[src/rtl/jclock_seq.sv]
// Four-phase CPU clock generator (clk, clkd, clke, clks) with a programmable
// prescaler, one-hot stepper, and run/halt/single-cycle/single-instruction modes.
module jclock_seq #(
  parameter int DIV    = 2,
  parameter int NSTEPS = 6,
  parameter int SW     = $clog2(NSTEPS)
) (
  input  logic              CLK,
  input  logic              reset_n,
  input  logic [1:0]        mode,
  input  logic              go,
  input  logic              step_clr,
  output logic              clk,
  output logic              clkd,
  output logic              clke,
  output logic              clks,
  output logic [NSTEPS-1:0] step_out,
  output logic [SW-1:0]     step_idx,
  output logic              wrap,
  output logic              halted
);

  // state   | meaning
  // S_IDLE  | parked at rest phase q=3, prescaler held, halted=1
  // S_RUN   | free-running; re-checks mode at each boundary
  // S_CYC   | one full clk cycle, then back to S_IDLE
  // S_INSTR | runs until the boundary at the last step
  typedef enum logic [1:0] {S_IDLE, S_RUN, S_CYC, S_INSTR} state_t;

  localparam int              PW     = (DIV > 1) ? $clog2(DIV) : 1;
  localparam logic [PW-1:0]   PTC    = PW'(DIV - 1);
  localparam logic [SW-1:0]   LAST   = SW'(NSTEPS - 1);
  localparam logic [1:0]      M_RUN  = 2'd0;
  localparam logic [1:0]      M_CYC  = 2'd2;
  localparam logic [1:0]      M_INST = 2'd3;

  state_t        state;
  logic [PW-1:0] presc;
  logic [1:0]    q;
  logic [1:0]    q_nxt;
  logic          primed;
  logic          tick;
  logic          boundary;
  logic          step_adv;

  assign tick     = (state != S_IDLE) && (presc == PTC);
  assign q_nxt    = tick ? q + 2'd1 : q;
  assign boundary = tick && (q == 2'd2);
  assign step_adv = tick && (q == 2'd3);

  always_ff @(posedge CLK or negedge reset_n) begin
    if (!reset_n) begin
      state    <= S_IDLE;
      presc    <= '0;
      q        <= 2'd3;
      primed   <= 1'b0;
      step_out <= '0;
      step_idx <= '0;
      wrap     <= 1'b0;
      halted   <= 1'b1;
      clk      <= 1'b0;
      clkd     <= 1'b0;
      clke     <= 1'b0;
      clks     <= 1'b0;
    end else begin
      wrap <= 1'b0;
      q    <= q_nxt;
      // Phase outputs are decoded from the next q so they move with q itself.
      clk  <= (q_nxt == 2'd0) || (q_nxt == 2'd1);
      clkd <= (q_nxt == 2'd1) || (q_nxt == 2'd2);
      clke <= (q_nxt != 2'd3);
      clks <= (q_nxt == 2'd1);

      if ((state == S_IDLE) || tick) presc <= '0;
      else                           presc <= presc + PW'(1);

      case (state)
        S_IDLE: begin
          if (mode == M_RUN) begin
            state  <= S_RUN;
            halted <= 1'b0;
          end else if (go && (mode == M_CYC)) begin
            state  <= S_CYC;
            halted <= 1'b0;
          end else if (go && (mode == M_INST)) begin
            state  <= S_INSTR;
            halted <= 1'b0;
          end
          if (step_clr) begin
            primed   <= 1'b0;
            step_idx <= '0;
            step_out <= '0;
          end
        end
        S_RUN: begin
          if (boundary && (mode != M_RUN)) begin
            state  <= S_IDLE;
            halted <= 1'b1;
          end
        end
        S_CYC: begin
          if (boundary) begin
            state  <= S_IDLE;
            halted <= 1'b1;
          end
        end
        S_INSTR: begin
          if (boundary && (step_idx == LAST)) begin
            state  <= S_IDLE;
            halted <= 1'b1;
          end
        end
        default: begin
          state  <= S_IDLE;
          halted <= 1'b1;
        end
      endcase

      if (step_adv) begin
        if (!primed) begin
          primed   <= 1'b1;
          step_idx <= '0;
          step_out <= NSTEPS'(1);
        end else if (step_idx == LAST) begin
          step_idx <= '0;
          step_out <= NSTEPS'(1);
          wrap     <= 1'b1;
        end else begin
          step_idx <= step_idx + SW'(1);
          step_out <= step_out << 1;
        end
      end
    end
  end

endmodule

[config.mk]
export PLATFORM = sky130hd
export DESIGN_NAME = jclock_seq
export DESIGN_NICKNAME = d
export VERILOG_FILES = /design/src/rtl/jclock_seq.sv
export SDC_FILE = /design/constraint.sdc
export NUM_CORES = 1
export LEC_CHECK = 0
export ABC_AREA = 1
export CELL_PAD_IN_SITES_DETAIL_PLACEMENT = 1
export CELL_PAD_IN_SITES_GLOBAL_PLACEMENT = 2
export CORE_ASPECT_RATIO = 0.7
export CORE_MARGIN = 2
export CORE_UTILIZATION = 32
export CTS_CLUSTER_DIAMETER = 30
export DETAILED_ROUTE_END_ITERATION = 10
export PLACE_DENSITY_LB_ADDON = 0.1
export SYNTH_ARGS = -nofsm -noshare
export SYNTH_HDL_FRONTEND = slang
export SYNTH_SLANG_ARGS = --single-unit
export TNS_END_PERCENT = 100
[constraint.sdc]
create_clock -name CLK -period 2.56 [get_ports CLK]
set_input_delay 0.512 -clock CLK [delete_from_list [all_inputs] [get_ports CLK]]
set_output_delay 0.512 -clock CLK [all_outputs]
set_load 0.02 [all_outputs]
==> key figures, run 1 <==
Placement
  • PortBufs: 20
  • Post-detail-place hpwl: 1.62 mm
  • Placed inst area: 1300 um^2
  • RD Place Congestion: 0.730
  • Post-Place Cells: 170

Floorplan
  • I/O Pins: 21
  • Initial Util: 33.5%
  • Site row count: 17
  • Total die area: 3750 um^2
  • Core Box Area: 3130 um^2
  • Chip height: 51.9 um
  • Die Wd: 72.4 um

CTS
  • Number of H-tree levels: 1
  • CTS Buffer Depth: 2
  • Total CTS buffers: 3
  • Clk_lat worst skew: 0.26 ns
  • PostCTS Resize Cnt: 0
  • Root Buffer: clkbuf_8
  • TritonCTS clock tree: done
  • Post-CTS Setup Bufs: 0
  • Clock transition at path regs: 0.07 ns
  • Hold_buf cts: 0
  • Clk sink count: 21

Setup path
  • R2R setup slack: 0.99 ns
  • R2r endpoint: clkd
  • Worst setup EP type: primary output
  • Arrival time worst endpoint: 1.41 ns
  • Cell Chain, Critical Path: clkdlybuf4s50_1
  • Buffers & Inverters on Critical Path: 1
  • Critical path's slowest cell: clkdlybuf4s50_1
  • R2R depth: 5
  • FF-to-FF Start: q[0]
  • Cell family with most CP delay: buffers and inverters
  • Critical path class: flop to primary output
  • CP required: 2.05 ns
  • Max Fanout on Critical Path: 7
  • CP Launch Point: step_idx[0]
  • Max incr delay on CP: 0.66 ns
  • Setup crit start kind: flop

Yosys
  • YS warnings: 0
  • Synth top area cells: dfrtp_1, nand2_1, dfstp_2
  • Most used flip-flop cell after synthesis: dfrtp_1
  • Synth unique cells: 24
  • Syn_nets: 121
  • Cell taking the most area after synthesis: dfrtp_1
  • Top cell type's share of synthesized area: 43.0%
  • Yosys reg bits: 21
  • Avg Cell Area, Syn: 9.43 um^2
  • Post-synth EDFFs: 0
  • Top cells by count, synth: nand2_1, dfrtp_1, inv_1, nand3_1
  • Synthesized area: 1050 um^2
  • Ys async rst share: 100%
  • Count leader, synth: nand2_1
  • Register area share after synthesis: 50.5%
  • Synthesized instance count: 111

Status
  • Status: finished, final reports clean

Final layout
  • Area of the multi-input gates: 439 um^2
  • Final antenna diode count: 0
  • Nets: 147
  • Area Growth Syn to Fin: 28.7%
  • Cell area after layout: 1350 um^2
  • Post-Layout Cell Count: 174
  • Register area: 529 um^2
  • Layout cells sized above 1: 21.3%
  • Fill cell count: 370

Power and ir drop
  • Psw: 573 uW
  • PwrDens: 1020 nW/um^2
  • LEAKAGE: 0.000660 uW
  • Total power: 1370 uW
  • Internal power: 801 uW
  • Clock power frac: 15.8%
  • Reg power frac: 37.8%
  • Switch share: 41.7%
  • VDD IR-drop max: 447 uV
  • Logic pwr share: 46.4%

GRT
  • Global route overflow: 0
  • GRT Util Overall: 12.7%
  • Initial antenna violation count: 0
  • Largest net degree at the start of global routing: 22
  • Number of global-route vias before repair: 817
  • First-pass GRT wire length: 3.66 mm

STA
  • Final period utilization: 75.2%
  • Worst-Margin Slew: 0.268 ns
  • F_max: 519 MHz
  • Final slew viol count: 0
  • Fin crit period: 1.93 ns
  • Final hold vios: 0
  • Worst hold margin: 0.464 ns
  • Unrepaired setup endpoints after global routing: false
  • Skew final: 0.00324 ns
  • TNS Setup: 0 ns
  • Final setup violation count: 0
  • Slew HR: 82.0%

Min path
  • Hold path endpoint: halted
  • Worst hold path startpoint: halted
  • WHS Path Cells: 2
  • Worst Hold Class: flop to flop

Flow run
  • Max cap viols: 0

Drt
  • Detailed-router iteration count before antenna repair: 4
  • Routed WL per cell: 12.1 um
  • Via-per-instance ratio: 4.49
  • Antenna viol nets, final: 0
  • DRT Wirelength: 2.10 mm
  • Post-route DRC violation count: 0
  • Drt initial violations: 32
  • Via count: 782
[flip-flops by register name, summed over array words and instances (netlist names)]
name / count
step_out: 6
step_idx: 3
q: 2
state: 2
clk: 1
clkd: 1
clke: 1
clks: 1
halted: 1
presc: 1
primed: 1
wrap: 1
[cell families (layout without fill, tap and decap cells)]
| logic type | after synthesis | in the layout | share of synthesized area (%) |
|---|---|---|---|
| AO/OA/AOI/OAI | 9 | 9 | 6.57 |
| XOR/XNOR | 3 | 3 | 2.51 |
| adder cells (fa/ha/maj) | 4 | 4 | 4.78 |
| buffers and inverters | 19 | 44 | 7.53 |
| flip-flops | 21 | 21 | 50.5 |
| AND/OR/NAND/NOR | 55 | 55 | 28.1 |
[final cells by class]
| cell class | instances | share of cell area (%) |
|---|---|---|
| flip-flops and latches | 21 | 39.3 |
| multi-input cells | 71 | 32.6 |
| repair buffers | 21 | 15.4 |
| inverters | 19 | 5.85 |
| well taps | 38 | 3.53 |
| clock buffers | 4 | 3.34 |
[worst max-delay path by stage]
stage | depth (start not counted) | end
after floorplan | 5 | clkd
after global placement | 7 | state[1]
after global routing | 1 | step_idx[0]
after CTS | 1 | step_idx[0]
final | 1 | step_idx[0]
after detailed placement | 1 | step_idx[0]
[per-stage QoR]
step                      util (%)  setup slack, ns
after floorplan                  -             1.05
after global placement        41.7            0.939
after detailed placement      41.7            0.907
after CTS                     43.1            0.617
after global routing          43.1            0.563
final                         43.1            0.634
[power groups by stage]
stage	combinational [uW]	sequential, uW	clock (uW)
after global routing	721	537	234
after floorplan	393	576	0
final	637	520	217
after CTS	657	523	229
after detailed placement	655	530	0
after global placement	646	526	0
[cell usage in the layout (no fill, tap or decap), types with 4 or more instances in the layout]
master           count
dfrtp_1             18
inv_2                4
clkdlybuf4s50_1     20
nor2_1               6
nand3_1             10
o21ai_2              4
nand2_1             23
ha_1                 4
nand2_2              6
inv_1               12
[routing by layer]
layer	global-route usage (%)	part of all wire, %	vias up
met2	18.3	42	19
li1	-	-	403
met5	0	0	-
met4	2.78	0	0
met1	18.5	50	360
met3	4.26	7.2	0
Power figures use the tool's default switching activity.
==> run 2, diff against run 1 <==
- CORE_UTILIZATION: 32 -> 27
- clock period: 2.56 -> 1.73 ns (I/O delays scaled with it)
==> run 2 against run 1 <==
Net effect:
- combinational power is 52% higher
- clock skew shrank 0.0014 ns
- worst setup slack worse by 0.56 ns
- sequential power increased by 47%
- sequential share of layout area decreased by 0.72 points
- largest cell class unchanged
- routed wire length up 7.0%
- global-route usage fell by 1.0 points
- critical endpoint is now step_idx[1]
- sequential cell count is the same
==> key figures, run 2 (same netlist as run 1, synthesis figures left out) <==
Status
  • Status: finished, final reports clean

Final layout
  • Most common cell after layout, fill and taps aside: nand2_1
  • Layout cells sized above 1: 22.6%
  • Reg with most FFs: step_out
  • Post-Layout Cell Count: 187
  • Final antenna diode count: 0
  • Nets: 148
  • Most frequent cells in the layout: nand2_1, dfrtp_1, clkdlybuf4s50_1
  • Biggest regs: step_out: 6 flops, step_idx: 3 flops
  • Max reg flops: 6
  • Area Growth Syn to Fin: 31.1%

Drt
  • Post-route DRC violation count: 0
  • Drt initial violations: 21
  • DRT Wirelength: 2.25 mm
  • Via count: 786
  • Detailed-router iteration count before antenna repair: 3
  • Via-per-instance ratio: 4.20
  • Antenna viol nets, final: 0
  • Routed WL per cell: 12.0 um

Placement
  • RD Place Congestion: 0.736
  • Post-detail-place hpwl: 1.79 mm
  • PortBufs: 20
  • Post-Place Cells: 183

Setup path
  • Buffers & Inverters on Critical Path: 1
  • Cell family with most CP delay: buffers and inverters
  • Cell Chain, Critical Path: clkdlybuf4s50_1
  • Max Fanout on Critical Path: 4
  • CP required: 1.38 ns
  • Critical path class: flop to primary output
  • Setup crit start kind: flop
  • Critical path's slowest cell: clkdlybuf4s50_1
  • Arrival time worst endpoint: 1.31 ns
  • Max incr delay on CP: 0.63 ns
  • Worst setup EP type: primary output

STA
  • Fin crit period: 1.66 ns
  • Unrepaired setup endpoints after global routing: false
  • Final setup violation count: 0
  • Worst hold margin: 0.424 ns
  • Worst-Margin Slew: 0.286 ns
  • Slew HR: 80.8%
  • TNS Setup: 0 ns
  • F_max: 604 MHz
  • Skew final: 0.00188 ns
  • Final period utilization: 95.7%
  • Final hold vios: 0
  • Final slew viol count: 0

Floorplan
  • Core Box Area: 3630 um^2
  • I/O Pins: 21
  • Site row count: 18
  • Initial Util: 28.9%
  • Die Wd: 78.4 um
  • Total die area: 4400 um^2
  • Chip height: 56.1 um

CTS
  • Clk sink count: 21
  • Total CTS buffers: 3
  • CTS Buffer Depth: 2
  • Root Buffer: clkbuf_8
  • Number of H-tree levels: 1
  • Clk_lat worst skew: 0.26 ns
  • TritonCTS clock tree: done
  • Clock transition at path regs: 0.08 ns
  • Post-CTS Setup Bufs: 0

Power and ir drop
  • Total power: 2060 uW
  • VDD IR-drop max: 654 uV
  • PwrDens: 1500 nW/um^2
  • LEAKAGE: 0.000688 uW

Flow run
  • Max cap viols: 0

GRT
  • Global route overflow: 0
  • Initial antenna violation count: 0
  • Largest net degree at the start of global routing: 22
  • GRT Util Overall: 11.7%
  • First-pass GRT wire length: 4.02 mm
  • Number of global-route vias before repair: 825

Min path
  • Worst Hold Class: input pin to asynchronous set/reset pin
==> run 2: cell types whose count changed in the layout (fill, tap and decap cells not counted), sizes merged <==
cell and change:
dlymetal6s2s +1, dlygate4sd2 +1, clkdlybuf4s50 -2, buf +1, clkbuf -1, clkinv +1
==> run 2: timing repair <==
item	in CTS	in global routing
hold buffers	0	0
setup endpoints to repair	1	1
gates resized for setup	1	1
==> run 2: where the power goes <==
| group | internal, uW | leakage (uW) | switching [uW] | total [uW] |
|---|---|---|---|---|
| clock | 160 | 0.0000255 | 163 | 324 |
| combinational | 361 | 0.000397 | 607 | 968 |
| sequential | 661 | 0.000266 | 103 | 763 |
==> run 2: worst paths after layout <==
check | from | to | slack [ns] | depth (start not counted)
max | step_idx[1] | step_idx[1] | 0.07 | 1
min | reset_n | step_out[0] | 0.42 | 2
max reg2reg | q[0] | clkd | 0.17 | 5
max in group asynchronous | reset_n | q[1] | 1.04 | 2
min in group CLK | halted | halted | 0.47 | 2
min reg2reg | halted | halted | 0.47 | 2
==> run 2: cell type report <==
class                   count  area [um^2]
repair buffers             22          216
well taps                  50         62.6
inverters                  19         78.8
fillers                   431         2250
clock buffers               3         41.3
clock inverters             1         5.00
flip-flops and latches     21          529
multi-input cells          71          439
==> run 2: stage by stage <==
step	cell area [um^2]	util, %	worst slack, ns
CTS	1370	37.8	0.0139
detailed placement	1330	36.5	0.169
floorplan	1050	-	0.224
global placement	1330	36.5	0.204
global route	1370	37.9	0.0251
finish	1370	37.9	0.0748
==> run 2: routing by layer <==
metal	vias to the layer above	part of all wire, %	GRT usage, %
met5	-	0	0
met4	0	0.44	2.26
met3	2	5.2	4.55
met2	12	43	17.4
met1	370	52	16.2
li1	402	-	-
==> run 3, diff against run 2 <==
- REMOVE_ABC_BUFFERS: default -> 1
- SETUP_SLACK_MARGIN: default -> 0.05
==> run 3 against run 2 <==
Net effect:
- via count increased by 0.13%
- hold slack about the same
- worst setup slack improved by 0.048 ns
- routed wire length decreased by 0.49%
- clock power about the same
- global-route usage about the same
- fmax increased by 3.0%
- critical endpoint is now step_out[3]
- largest power group unchanged
==> key figures, run 3 (same netlist as run 1, synthesis figures left out) <==
Status
  • Status: finished, final reports clean

Drt
  • DRT Wirelength: 2.24 mm
  • Drt initial violations: 21
  • Routed WL per cell: 12.0 um
  • Via count: 787
  • Via-per-instance ratio: 4.21
  • Antenna viol nets, final: 0
  • Post-route DRC violation count: 0
  • Detailed-router iteration count before antenna repair: 4

STA
  • Unrepaired setup endpoints after global routing: false
  • Worst-Margin Slew: 0.286 ns
  • Fin crit period: 1.61 ns
  • Slew HR: 80.8%
  • Final slew viol count: 0
  • Worst hold margin: 0.423 ns
  • F_max: 622 MHz
  • Skew final: 0.00188 ns
  • Final setup violation count: 0
  • TNS Setup: 0 ns
  • Final hold vios: 0
  • Final period utilization: 92.9%

Setup path
  • Setup crit start kind: flop
  • CP required: 1.38 ns
  • Critical path class: flop to primary output
  • Buffers & Inverters on Critical Path: 1
  • Arrival time worst endpoint: 1.26 ns
  • Worst setup EP type: primary output
  • Max Fanout on Critical Path: 3
  • Max incr delay on CP: 0.62 ns
  • Cell Chain, Critical Path: clkdlybuf4s50_1
  • Critical path's slowest cell: clkdlybuf4s50_1
  • Cell family with most CP delay: buffers and inverters

Power and ir drop
  • VDD IR-drop max: 654 uV
  • PwrDens: 1500 nW/um^2
  • LEAKAGE: 0.000679 uW

Placement
  • PortBufs: 20
  • RD Place Congestion: 0.736
  • Post-detail-place hpwl: 1.79 mm
  • Placed inst area: 1330 um^2

GRT
  • Global route overflow: 0
  • Initial antenna violation count: 0
  • First-pass GRT wire length: 4.02 mm
  • Largest net degree at the start of global routing: 22
  • Number of global-route vias before repair: 825
  • GRT Util Overall: 11.7%

CTS
  • Post-CTS Setup Bufs: 0
  • Total CTS buffers: 3
  • Root Buffer: clkbuf_8
  • Clk sink count: 21
  • Hold_buf cts: 0
  • TritonCTS clock tree: done
  • CTS Buffer Depth: 2
  • PostCTS Resize Cnt: 3
  • Clk_lat worst skew: 0.26 ns
  • Clock transition at path regs: 0.08 ns
  • Number of H-tree levels: 1

Floorplan
  • Core Box Area: 3630 um^2
  • Total die area: 4400 um^2
  • Initial Util: 28.9%
  • Die Wd: 78.4 um
  • Site row count: 18
  • Chip height: 56.1 um
  • I/O Pins: 21

Final layout
  • Most frequent cells in the layout: nand2_1, dfrtp_1, clkdlybuf4s50_1
  • Cell area after layout: 1370 um^2
  • Final antenna diode count: 0
  • Fill cell count: 433
  • Area Growth Syn to Fin: 30.6%
  • Nets: 148
  • Most common cell after layout, fill and taps aside: nand2_1
  • Biggest regs: step_out: 6 flops, step_idx: 3 flops
  • Reg with most FFs: step_out
  • Layout cells sized above 1: 22.6%
  • Max reg flops: 6

Min path
  • Worst Hold Class: input pin to asynchronous set/reset pin

Flow run
  • Max cap viols: 0
[run 3: metal layers]
metal | wire length (um) | part of all wire, % | track usage [%]
met1 | 1160 | 52 | 16.2
met3 | 120 | 5.4 | 4.55
met4 | 10 | 0.45 | 2.26
met5 | 0 | 0 | 0
met2 | 953 | 43 | 17.5
[run 3: power breakdown]
part / internal (uW) / switching (uW) / total (uW)
Sequential: 661 / 103 / 763
Clock: 160 / 163 / 323
Combinational: 361 / 607 / 967
Total: 1180 / 873 / 2050
[run 3: final timing paths]
path                             start           to  slack, ns  cells past startpoint
max reg2reg                       q[0]         clkd       0.17                      5
max in group asynchronous      reset_n         q[1]       1.04                      2
min                            reset_n  step_out[0]       0.42                      2
max                        step_out[3]  step_out[3]       0.12                      1
min in group CLK                halted       halted       0.47                      2
min reg2reg                     halted       halted       0.47                      2
[run 3: per-stage QoR]
| stage | cells | power (uW) | util [%] | worst slack [ns] |
|---|---|---|---|---|
| floorplan | 111 | 1440 | - | 0.224 |
| global placement | 183 | 1750 | 36.5 | 0.204 |
| detailed placement | 183 | 1780 | 36.5 | 0.169 |
| CTS | 187 | 2110 | 37.7 | 0.112 |
| global route | 187 | 2260 | 37.7 | 0.0692 |
| finish | 187 | 2050 | 37.7 | 0.123 |
[run 3: worst register-to-register path, cell delays in order (launching register included)]
cell	delay (ns)
dfstp_2	0.54
inv_1	0.06
ha_1	0.28
or2_1	0.24
o21ai_2	0.09
ha_1	0.25
[run 3: final cells by class]
cell class	count	area, um^2	area share (%)
sequential	21	529	38.7
timing repair buffer	22	211	15.5
clock buffer	3	41.3	3.02
clock inverter	1	5.00	0.366
inverter	19	78.8	5.76
tap	50	62.6	4.57
multi-input combinational	71	439	32.1
